### config.mk
export PLATFORM = sky130hd
export DESIGN_NAME = bv_result_collector
export DESIGN_NICKNAME = d
export VERILOG_FILES = /design/src/rtl/bv_pkg.sv /design/src/rtl/bv_result_fifo.sv /design/src/rtl/bv_result_collector.sv
export SDC_FILE = /design/constraint.sdc
export NUM_CORES = 1
export LEC_CHECK = 0
export ABC_AREA = 1
export BUFFER_PORTS_ARGS = -buffer_cell sky130_fd_sc_hd__buf_2
export CORE_AREA = 2 2 197 199
export CTS_CLUSTER_SIZE = 20
export DETAILED_ROUTE_END_ITERATION = 7
export DIE_AREA = 0 0 199 201
export PLACE_DENSITY = 0.82
export SKIP_LAST_GASP = 1
export SLEW_MARGIN = 15
export SYNTH_ARGS = -nofsm -noshare
export SYNTH_HDL_FRONTEND = slang
export SYNTH_SLANG_ARGS = --single-unit
### constraint.sdc
create_clock -name clk -period 4.8 [get_ports clk]
set_clock_uncertainty 0.2 [all_clocks]
set_input_delay 0.96 -clock clk [delete_from_list [all_inputs] [get_ports clk]]
set_output_delay 0.96 -clock clk [all_outputs]
set_load 0.02 [all_outputs]
### src/rtl/bv_pkg.sv
// Shared bit-vector TCAM constants and segment result layout, common to the
// TCAM top and the result collector so both agree on widths and latency.
package bv_pkg;

  localparam int MODE_WIDTH   = 2;
  localparam int RESULT_WIDTH = 32;
  localparam int IDX_WIDTH    = $clog2(RESULT_WIDTH);
  localparam int SEG_NUM      = 4;
  localparam int SEG_W        = MODE_WIDTH + IDX_WIDTH;
  localparam int LATENCY      = 5;

  typedef struct packed {
    logic [MODE_WIDTH-1:0] mode;
    logic [IDX_WIDTH-1:0]  idx;
  } seg_result_t;

endpackage

### src/rtl/bv_result_fifo.sv
// First-word-fall-through FIFO with occupancy output; head data is visible
// combinationally whenever rd_val is high.
module bv_result_fifo #(
  parameter int WIDTH = 36,
  parameter int DEPTH = 16
) (
  input  logic                       clk,
  input  logic                       rst,
  input  logic                       wr_en,
  input  logic [WIDTH-1:0]           wr_data,
  input  logic                       rd_en,
  output logic [WIDTH-1:0]           rd_data,
  output logic                       rd_val,
  output logic [$clog2(DEPTH):0]     level
);

  localparam int AW = $clog2(DEPTH);

  logic [WIDTH-1:0] mem [DEPTH];
  logic [AW-1:0]    wr_ptr_reg, rd_ptr_reg;
  logic [AW:0]      level_reg, level_next;
  logic             rd_ok, wr_ok;

  // A write at full is only accepted when the head leaves in the same cycle.
  assign rd_ok = rd_en && (level_reg != '0);
  assign wr_ok = wr_en && ((level_reg != (AW+1)'(DEPTH)) || rd_ok);

  always_comb begin
    level_next = level_reg;
    case ({wr_ok, rd_ok})
      2'b10:   level_next = level_reg + 1'b1;
      2'b01:   level_next = level_reg - 1'b1;
      default: level_next = level_reg;
    endcase
  end

  always_ff @(posedge clk) begin
    if (wr_ok) mem[wr_ptr_reg] <= wr_data;
  end

  always_ff @(posedge clk or negedge rst) begin
    if (!rst) begin
      wr_ptr_reg <= '0;
      rd_ptr_reg <= '0;
      level_reg  <= '0;
    end else begin
      if (wr_ok) wr_ptr_reg <= wr_ptr_reg + 1'b1;
      if (rd_ok) rd_ptr_reg <= rd_ptr_reg + 1'b1;
      level_reg <= level_next;
    end
  end

  assign rd_data = mem[rd_ptr_reg];
  assign rd_val  = (level_reg != '0);
  assign level   = level_reg;

endmodule

### src/rtl/bv_result_collector.sv
// Re-times lookup valid/tag to the TCAM segment results, queues them in an
// FWFT FIFO and gates lookup issue with credits so no result is ever lost.
module bv_result_collector
  import bv_pkg::*;
#(
  parameter int TAG_WIDTH  = 8,
  parameter int FIFO_DEPTH = 16,
  parameter int LATENCY    = bv_pkg::LATENCY
) (
  input  logic                          clk,
  input  logic                          rst,
  output logic                          issue_rdy,
  input  logic                          lkp_val,
  input  logic [TAG_WIDTH-1:0]          lkp_tag,
  input  logic [SEG_W-1:0]              seg_01,
  input  logic [SEG_W-1:0]              seg_02,
  input  logic [SEG_W-1:0]              seg_03,
  input  logic [SEG_W-1:0]              seg_04,
  output logic                          res_val,
  input  logic                          res_rdy,
  output logic [TAG_WIDTH-1:0]          res_tag,
  output logic [SEG_NUM*SEG_W-1:0]      res_data,
  output logic [$clog2(FIFO_DEPTH):0]   fifo_level,
  output logic                          ovf_err
);

  localparam int LVL_W  = $clog2(FIFO_DEPTH) + 1;
  localparam int DATA_W = TAG_WIDTH + SEG_NUM * SEG_W;

  logic [LVL_W-1:0]     credit_reg, credit_next;
  logic                 ovf_reg, ovf_next;
  logic                 val_pipe_reg [LATENCY];
  logic [TAG_WIDTH-1:0] tag_pipe_reg [LATENCY];
  logic                 accept, pop, wr_en, wr_drop;
  seg_result_t [SEG_NUM-1:0] seg_bus;
  logic [DATA_W-1:0]    wr_data, rd_data;

  assign seg_bus = {seg_04, seg_03, seg_02, seg_01};

  // A lookup without credit is refused here, so it never reaches the FIFO.
  assign accept  = lkp_val && (credit_reg != '0);
  assign pop     = res_val && res_rdy;
  assign wr_en   = val_pipe_reg[LATENCY-1];
  assign wr_drop = wr_en && (fifo_level == LVL_W'(FIFO_DEPTH)) && !pop;
  assign wr_data = {tag_pipe_reg[LATENCY-1], seg_bus};

  always_comb begin
    credit_next = credit_reg;
    case ({accept, pop})
      2'b10:   credit_next = credit_reg - 1'b1;
      2'b01:   credit_next = credit_reg + 1'b1;
      default: credit_next = credit_reg;
    endcase
    ovf_next = ovf_reg || (lkp_val && (credit_reg == '0)) || wr_drop;
  end

  always_ff @(posedge clk or negedge rst) begin
    if (!rst) begin
      credit_reg      <= LVL_W'(FIFO_DEPTH);
      ovf_reg         <= 1'b0;
      val_pipe_reg[0] <= 1'b0;
      tag_pipe_reg[0] <= '0;
    end else begin
      credit_reg      <= credit_next;
      ovf_reg         <= ovf_next;
      val_pipe_reg[0] <= accept;
      tag_pipe_reg[0] <= lkp_tag;
    end
  end

  genvar gi;
  generate
    for (gi = 1; gi < LATENCY; gi++) begin : g_delay
      always_ff @(posedge clk or negedge rst) begin
        if (!rst) begin
          val_pipe_reg[gi] <= 1'b0;
          tag_pipe_reg[gi] <= '0;
        end else begin
          val_pipe_reg[gi] <= val_pipe_reg[gi-1];
          tag_pipe_reg[gi] <= tag_pipe_reg[gi-1];
        end
      end
    end
  endgenerate

  bv_result_fifo #(
    .WIDTH (DATA_W),
    .DEPTH (FIFO_DEPTH)
  ) u_fifo (
    .clk     (clk),
    .rst     (rst),
    .wr_en   (wr_en),
    .wr_data (wr_data),
    .rd_en   (res_rdy),
    .rd_data (rd_data),
    .rd_val  (res_val),
    .level   (fifo_level)
  );

  assign res_tag   = rd_data[DATA_W-1 -: TAG_WIDTH];
  assign res_data  = rd_data[SEG_NUM*SEG_W-1:0];
  assign issue_rdy = (credit_reg != '0);
  assign ovf_err   = ovf_reg;

endmodule
==> run_results.csv, run 1 <==
group,metric,value,unit
clock_tree,cts.sinks,640,
detailed_routing,drt-met1-wl,20.7,mm
detailed_routing,highest_layer,"met4",
placement,place.gp.congestion,0.821,
grt,grt_pass1_wl,83.6,mm
detailed_routing,drc_errors,0,
critical_path,cp.arrival,3.20,ns
placement,numPortBuffers,83,
synthesis,synth_nets,1672,
grt,gr-total-overflow,0,
detailed_routing,met3_length,4.42,mm
placement,place_ws,1.20,ns
grt,track_usage,28.0,%
floorplan,die_h,201,µm
sta,rsz0062_at_grt,"false",
clock_tree,root_buffer,"clkbuf_16",
clock_tree,cts_tree,"built",
clock_tree,cts_hold_buffers,0,
sta,slew_headroom,20.5,%
sta,hold_violations,0,
synthesis,async_reset_ff_share,10.0,%
grt,grt_pass1_vias,14544,
hold_path,hp-start,"tag_pipe_reg[26]",
synthesis,yosys_warnings,0,
sta,fin_crit,4.36,ns
critical_path,r2r_start,"u_fifo.level[0]",
critical_path,required,3.64,ns
floorplan,core,38100,µm²
detailed_routing,postRouteWirelength,54.6,mm
synthesis,synth-seq-cells,640,
sta,worst_slew_pin_slew,1.19,ns
critical_path,critPathLaunch,"u_fifo.rd_ptr_reg[1]",
synthesis,avgSynthCellArea,15.3,µm²
clock_tree,post_cts_buffers,0,
synthesis,synth.distinct_cells,40,
layout,area_growth_syn_to_layout,11.8,%
hold_path,hold_path_end,"tag_pipe_reg[18]",
synthesis,syn_area,24700,µm²
layout,final_nets,1743,
floorplan,initial_utilization,64.9,%
floorplan,io-pin-count,84,
critical_path,path_delay_family,"flip-flops",
critical_path,reg2reg_to,"u_fifo.mem[2][31]",
outcome,status,"finished, final reports clean",
power_and_ir_drop,power.density,625,nW/µm²
hold_path,whs_path_depth,0,
critical_path,cp.buffers_inverters,2,
critical_path,crit_chain,"buf_4 > o21ai_0 > o221ai_1 > nand3_1 > nand2_1 > buf_2",
floorplan,rows,72,
sta,setup_violations,0,
grt,grt_antenna_before_repair,0,
layout,largest_reg_flops,576,
clock_tree,postCtsResizedCells,0,
critical_path,r2r_slack,1.66,ns
clock_tree,clock_path_buffers,3,
critical_path,reg2regPathDepth,9,
synthesis,yosysMostFrequentCell,"edfxtp_1",
detailed_routing,wl_per_cell,24.2,µm
power_and_ir_drop,leakagePower,9.54,nW
synthesis,synthTopCellsByArea,"edfxtp_1 (70%), dfrtp_1 (6.4%), mux2i_1 (4.7%), o221ai_1 (4.1%), nor2_1 (3.4%)",
grt,grt_max_degree,180,
synthesis,synth_edf_count,576,
detailed_routing,first_pass_iters,5,
power_and_ir_drop,ir_drop,0.000613,V
synthesis,synthCells,1621,
floorplan,fp.dieArea,40000,µm²
synthesis,synth_commonest_cells,"edfxtp_1 (576), nor2_1 (223), o21ai_0 (150)",
sta,period_share,90.8,%
detailed_routing,ant_nets,0,
synthesis,yosys.area.top_type,"edfxtp_1",
synthesis,synth_top_area_share,69.9,%
clock_tree,numCtsBuffers,61,
sta,drv_slew,0,
sta,max_freq,229,MHz
detailed_routing,drtIter0Drc,1752,
clock_tree,htree_num_levels,2,
job,cap_violations,0,
critical_path,crit_path_max_incr_delay,0.99,ns
clock_tree,clk_latency,0.63,ns
detailed_routing,dr_total_vias,14602,
critical_path,cp_slowest_cell,"dfrtp_4",
floorplan,die_x,199,µm
detailed_routing,route.met2.wl,27.1,mm
clock_tree,path_clk_slew,0.06,ns
layout,drive_gt1_share,13.6,%
placement,dp_hpwl,30.4,mm
detailed_routing,vias_per_cell,6.46,
critical_path,end_kind,"output pin",
sta,tns,0,ns
synthesis,synth_flop_cell,"edfxtp_1",
critical_path,crit_type,"reg2out",
critical_path,timing.critical_path.fanout_max,80,
layout,antenna_cells,0,
layout,fillCellCount,2242,
critical_path,startpoint_type,"flip-flop",
hold_path,hp-class,"reg2reg",
sta,setup_ws,0.441,ns
synthesis,yosysSeqAreaShare,76.4,%
-- metrics by stage --
step	util [%]	hold slack [ns]	cell area [µm²]	power [mW]	cells
6_report	72.6	0.147	27700	17.3	2259
5_1_grt	72.6	0.150	27700	18.0	2259
4_1_cts	72.6	0.149	27700	17.3	2259
3_5_place_dp	67.4	0.136	25700	12.6	2147
3_3_place_gp	67.3	0.132	25600	12.4	2145
2_1_floorplan	-	0.131	24800	10.9	1621
-- logic make-up (layout without fill, tap and decap cells) --
kind of cell | count (synthesis) | count (layout) | synth area share [%]
compound gates | 330 | 330 | 9.02
mux | 115 | 115 | 4.65
fa+ha+maj | 11 | 11 | 0.586
simple gates | 379 | 379 | 6.30
xor+xnor | 11 | 11 | 0.389
flops | 640 | 640 | 76.4
buf+inv | 135 | 255 | 2.69
-- placed cells by master, fill, tap and decap left out, types with 3 or more instances in the layout --
cell / synthesis / routed
dfrtp_1: 63 / 59
clkbuf_8: 0 / 3
o211ai_1: 20 / 20
o21ai_1: 9 / 9
ha_1: 10 / 10
nor2_1: 223 / 207
o221ai_1: 115 / 115
clkinv_2: 0 / 11
bufinv_16: 0 / 7
buf_12: 1 / 5
clkbuf_16: 0 / 61
inv_1: 27 / 26
nand3_1: 50 / 50
clkinv_1: 1 / 12
nand4_1: 7 / 7
inv_2: 2 / 3
o32ai_1: 20 / 20
buf_4: 8 / 26
o22ai_1: 9 / 9
nor2_4: 1 / 17
nor2_2: 3 / 3
edfxtp_1: 576 / 576
o21ai_0: 150 / 150
mux2i_1: 115 / 115
dfrtp_4: 0 / 3
nand2_1: 80 / 80
buf_2: 24 / 82
xnor2_1: 3 / 3
clkbuf_1: 58 / 12
nor3_1: 10 / 10
xor2_1: 8 / 8
-- final cells by class --
| type | count | area [µm²] | share of cell area (%) |
|---|---|---|---|
| timing repair buffer | 113 | 706 | 2.55 |
| clock buffer | 76 | 1610 | 5.83 |
| multi-input combinational | 846 | 5310 | 19.2 |
| sequential | 640 | 18900 | 68.3 |
| clock inverter | 36 | 375 | 1.36 |
| tap | 518 | 648 | 2.34 |
| inverter | 30 | 118 | 0.425 |
-- metal layers --
metal	vias to the layer above	global-route usage [%]
li1	6363	-
met1	7271	37.7
met2	820	45.7
met3	148	4.62
met4	0	12.3
met5	-	0
-- worst max-delay path by stage --
stage	endpoint	slack [ns]	depth (start not counted)
floorplan	u_fifo.mem[11][0]	1.22	6
global placement	res_data[3]	1.27	6
detailed placement	res_data[3]	1.20	6
CTS	res_data[3]	0.52	6
global route	res_data[3]	0.37	6
finish	res_data[3]	0.44	6
-- where the power goes --
group / switching [mW] / internal [mW] / leakage (nW) / total [mW]
Clock: 2.00 / 2.75 / 0.971 / 4.75
Sequential: 0.359 / 6.72 / 5.95 / 7.07
Combinational: 3.80 / 1.67 / 2.62 / 5.48
Total: 6.16 / 11.1 / 9.54 / 17.3
Power figures use the tool's default switching activity.
==> inputs of run 2 (changes only) <==
Settings changed: SKIP_LAST_GASP 1 to not set.
Clock period 4.8 ns to 5.6 ns, I/O delays scaled along.
==> run 2 against run 1 <==
Effect of this change: wire length grew 0.62%; clock power shrank 12%; sequential power shrank 13%; first-iteration DRC count increased by 8.0%; combinational power fell by 17%; critical path type unchanged; largest power group unchanged.
==> run_results.csv, run 2 (synthesis gave the netlist of run 1 again) <==
group,metric,value,unit
outcome,status,"finished, final reports clean",
floorplan,io-pin-count,84,
detailed_routing,postRouteWirelength,54.9,mm
critical_path,end_kind,"output pin",
floorplan,fp.dieArea,40000,µm²
critical_path,required,4.28,ns
grt,grt_antenna_before_repair,4,
clock_tree,numCtsBuffers,58,
sta,drv_slew,0,
grt,grt_pass1_wl,83.1,mm
power_and_ir_drop,ir_drop,0.000501,V
sta,hold_violations,0,
power_and_ir_drop,power.density,538,nW/µm²
clock_tree,clock_path_buffers,3,
detailed_routing,drtIter0Drc,1893,
layout,drive_gt1_share,13.3,%
detailed_routing,vias_per_cell,6.47,
detailed_routing,drc_errors,0,
floorplan,core,38100,µm²
placement,place.gp.congestion,0.776,
sta,setup_violations,0,
sta,slew_headroom,21.6,%
clock_tree,postCtsResizedCells,0,
sta,tns,0,ns
power_and_ir_drop,leakagePower,9.54,nW
layout,final_nets,1735,
detailed_routing,ant_nets,0,
sta,rsz0062_at_grt,"false",
layout,most-common-layout-cells,"edfxtp_1 (576), nor2_1 (207), o21ai_0 (150)",
job,cap_violations,0,
floorplan,initial_utilization,64.9,%
floorplan,die_x,199,µm
layout,area_growth_syn_to_layout,12.0,%
detailed_routing,dr_total_vias,14588,
sta,period_share,86.3,%
clock_tree,cts_hold_buffers,0,
grt,grt_max_degree,127,
sta,fin_crit,4.83,ns
placement,numPortBuffers,83,
critical_path,timing.critical_path.fanout_max,110,
grt,gr-total-overflow,0,
layout,final_common_cell,"edfxtp_1",
placement,place_area,25700,µm²
floorplan,rows,72,
placement,dp_hpwl,28.3,mm
floorplan,die_h,201,µm
clock_tree,cts_tree,"built",
critical_path,crit_type,"reg2out",
critical_path,startpoint_type,"flip-flop",
clock_tree,root_buffer,"clkbuf_16",
sta,max_freq,207,MHz
sta,worst_slew_pin_slew,1.17,ns
layout,largest_reg_flops,576,
grt,grt_pass1_vias,14527,
layout,design_area,27700,µm²
hold_path,hp-class,"reg2reg",
grt,track_usage,27.8,%
clock_tree,htree_num_levels,2,
sta,whs,0.146,ns
clock_tree,path_clk_slew,0.06,ns
detailed_routing,wl_per_cell,24.4,µm
clock_tree,cts.sinks,640,
clock_tree,post_cts_buffers,0,
clock_tree,clk_latency,0.62,ns
detailed_routing,first_pass_iters,6,
critical_path,cp.arrival,3.51,ns
[run 2: worst paths after layout]
path / cells past startpoint / start / to / slack [ns]
min: 0 / val_pipe_reg[4] / val_pipe_reg[3] / 0.15
max: 7 / u_fifo.rd_ptr_reg[0] / res_tag[6] / 0.77
max in group asynchronous: 1 / rst / u_fifo.rd_ptr_reg[2] / 4.07
min reg2reg: 0 / val_pipe_reg[4] / val_pipe_reg[3] / 0.15
max reg2reg: 9 / u_fifo.level[0] / u_fifo.mem[13][6] / 2.34
min in group asynchronous: 1 / rst / u_fifo.level[2] / 0.44
[run 2: final cells by class]
class	count	area, µm²
Antenna cell	3	7.51
Timing Repair Buffer	108	681
Clock buffer	85	1640
Clock inverter	25	399
Tap cell	518	648
Sequential cell	640	18900
Fill cell	2260	10400
Inverter	30	118
Multi-Input combinational cell	846	5310
[run 2: through the flow]
stage,instances,total power [mW],setup WS [ns],utilization [%]
5_1_grt,2254,15.5,0.592,72.7
4_1_cts,2252,14.9,0.778,72.7
3_5_place_dp,2142,10.7,1.50,67.3
2_1_floorplan,1621,9.32,1.86,-
3_3_place_gp,2140,10.5,1.58,67.2
6_report,2255,14.9,0.768,72.7
[run 2: power by group]
part / internal [mW] / leakage [nW] / total [mW] / switching [mW]
logic: 1.42 / 2.60 / 4.55 / 3.12
clock network: 2.50 / 0.991 / 4.20 / 1.70
registers: 5.75 / 5.95 / 6.16 / 0.411
total: 9.68 / 9.54 / 14.9 / 5.23
[run 2: critical path, cell delays in order, from the launching register on]
cell      delay (ns)
dfrtp_4         0.75
inv_6           0.73
buf_12          0.37
nor2_1          0.10
o221ai_1        0.30
nand3_1         0.13
nand2_1         0.16
buf_2           0.18
[run 2: metal layers]
| layer | global-route usage (%) | up-vias | share of wire, % |
|---|---|---|---|
| li1 | - | 6352 | - |
| met1 | 37.8 | 7270 | 38 |
| met2 | 45.5 | 838 | 50 |
| met3 | 5.28 | 126 | 8.8 |
| met4 | 9.78 | 2 | 2.9 |
| met5 | 0 | - | 0.084 |
==> inputs of run 3 (changes only) <==
Settings changed: CORE_AREA 2 2 197 199 to 2 2 205 207, DIE_AREA 0 0 199 201 to 0 0 207 209, PLACE_DENSITY 0.82 to 0.77.
Clock period 5.6 ns to 4.8 ns, I/O delays scaled along.
==> run 3 against run 2 <==
Effect of this change: cell count increased by 1.2%; flip-flop and latch count unchanged; core utilization decreased by 5.8 points; die area increased by 8.2%; non-clock buffer count increased by 7; register-to-register slack got worse by 0.68 ns; sequential share of layout area increased by 0.21 points; cell area decreased by 0.31%; critical path type unchanged; critical endpoint is now res_data[0].
==> run_results.csv, run 3 (synthesis gave the netlist of run 1 again) <==
group,metric,value,unit
outcome,status,"finished, final reports clean",
sta,hold_violations,0,
detailed_routing,wl_per_cell,23.8,µm
power_and_ir_drop,power.density,616,nW/µm²
floorplan,die_h,209,µm
layout,most-common-layout-cells,"edfxtp_1 (576), nor2_1 (207), o21ai_0 (150)",
detailed_routing,vias_per_cell,6.32,
power_and_ir_drop,p_sw,6.06,mW
clock_tree,htree_num_levels,2,
power_and_ir_drop,swShare,35.6,%
clock_tree,numCtsBuffers,59,
sta,setup_violations,0,
clock_tree,cts_hold_buffers,0,
critical_path,startpoint_type,"flip-flop",
sta,max_freq,235,MHz
clock_tree,clock_path_buffers,3,
clock_tree,clk_latency,0.61,ns
layout,final_common_cell,"edfxtp_1",
layout,final_nets,1743,
layout,drive_gt1_share,13.5,%
grt,grt_max_degree,145,
floorplan,fp.dieArea,43300,µm²
grt,grt_pass1_wl,82.6,mm
clock_tree,cts_tree,"built",
sta,period_share,88.5,%
power_and_ir_drop,power_frac_clock,26.6,%
power_and_ir_drop,power_frac_seq,41.6,%
clock_tree,cts.sinks,640,
grt,grt_antenna_before_repair,3,
sta,whs,0.142,ns
critical_path,crit_type,"reg2out",
layout,antenna_cells,0,
clock_tree,postCtsResizedCells,0,
detailed_routing,ant_nets,0,
detailed_routing,drtIter0Drc,1460,
sta,tns,0,ns
floorplan,rows,75,
sta,fin_crit,4.25,ns
placement,numPortBuffers,83,
clock_tree,post_cts_buffers,0,
critical_path,timing.critical_path.fanout_max,50,
sta,setup_ws,0.552,ns
floorplan,io-pin-count,84,
sta,rsz0062_at_grt,"false",
grt,gr-total-overflow,0,
detailed_routing,drc_errors,0,
layout,fillCellCount,2772,
power_and_ir_drop,ir_drop,0.000393,V
power_and_ir_drop,p_int,11.0,mW
layout,area_growth_syn_to_layout,11.6,%
critical_path,required,3.64,ns
floorplan,initial_utilization,59.9,%
sta,worst_slew_pin_slew,1.14,ns
power_and_ir_drop,p_comb_share,31.8,%
grt,track_usage,24.9,%
layout,design_area,27600,µm²
power_and_ir_drop,power,17.0,mW
detailed_routing,postRouteWirelength,54.2,mm
hold_path,hp-class,"reg2reg",
layout,final-seq-area,18900,µm²
layout,multi_input_comb_area,5310,µm²
sta,drv_slew,0,
placement,place_area,25700,µm²
placement,dp_hpwl,27.8,mm
grt,grt_pass1_vias,14453,
floorplan,die_x,207,µm
critical_path,end_kind,"output pin",
floorplan,core,41300,µm²
clock_tree,path_clk_slew,0.06,ns
detailed_routing,dr_total_vias,14431,
placement,place_ws,1.22,ns
placement,place.gp.congestion,0.773,
clock_tree,root_buffer,"clkbuf_16",
critical_path,cp.arrival,3.09,ns
sta,slew_headroom,24.1,%
layout,largest_reg_flops,576,
detailed_routing,first_pass_iters,6,
job,cap_violations,0,
power_and_ir_drop,leakagePower,9.51,nW
run 3: cell types whose count changed in the layout (fill, tap and decap cells not counted):
cell        delta
diode_2        -3
buf_4          +7
inv_6          +1
clkinv_8       -1
clkinv_2       +4
clkbuf_16      +1
clkinv_1       +4
clkinvlp_4     -1
bufinv_16      -7
clkinv_4       +1
run 3: final cells by class:
type	count	share of cell area (%)
clock buffer	86	6.04
sequential	640	68.4
tap	539	2.44
timing repair buffer	115	2.65
inverter	30	0.426
clock inverter	26	0.788
multi-input combinational	846	19.2
run 3: power groups by stage:
stage,Sequential (mW),Clock [mW],Combinational [mW]
5_1_grt,7.13,4.82,5.87
2_1_floorplan,7.01,0,3.86
3_5_place_dp,7.19,0,5.39
6_report,7.08,4.52,5.42
4_1_cts,7.08,4.58,5.44
3_3_place_gp,7.15,0,5.24
run 3: worst max-delay path: stages, from the launching register on:
cell and delay (ns):
dfrtp_4 0.74, buf_4 0.62, o21ai_0 0.24, o221ai_1 0.28
nand3_1 0.15, nand2_1 0.18, buf_2 0.18
run 3: metal layers:
metal / vias up / global-route usage [%] / routed length (µm)
li1: 6370 / - / -
met1: 7262 / 33.8 / 21500
met2: 672 / 40.9 / 26800
met3: 121 / 4.81 / 4330
met4: 6 / 8.74 / 1540
met5: - / 0 / 33
run 3: worst paths after layout:
check / end / from / slack (ns) / cells past startpoint
max in group asynchronous: u_fifo.rd_ptr_reg[1] / rst / 3.45 / 1
worst min-delay path: tag_pipe_reg[14] / tag_pipe_reg[22] / 0.14 / 0
worst min register to register: tag_pipe_reg[14] / tag_pipe_reg[22] / 0.14 / 0
worst max-delay path: res_data[0] / u_fifo.rd_ptr_reg[0] / 0.55 / 6
min in group asynchronous: u_fifo.level[2] / rst / 0.28 / 1
worst max register to register: u_fifo.mem[0][34] / u_fifo.level[0] / 1.66 / 9
run 3: per-stage QoR:
stage,util [%],cells
floorplan,-,1621
global placement,62.3,2170
detailed placement,62.3,2170
CTS,66.9,2282
global route,66.9,2282
finish,66.9,2282
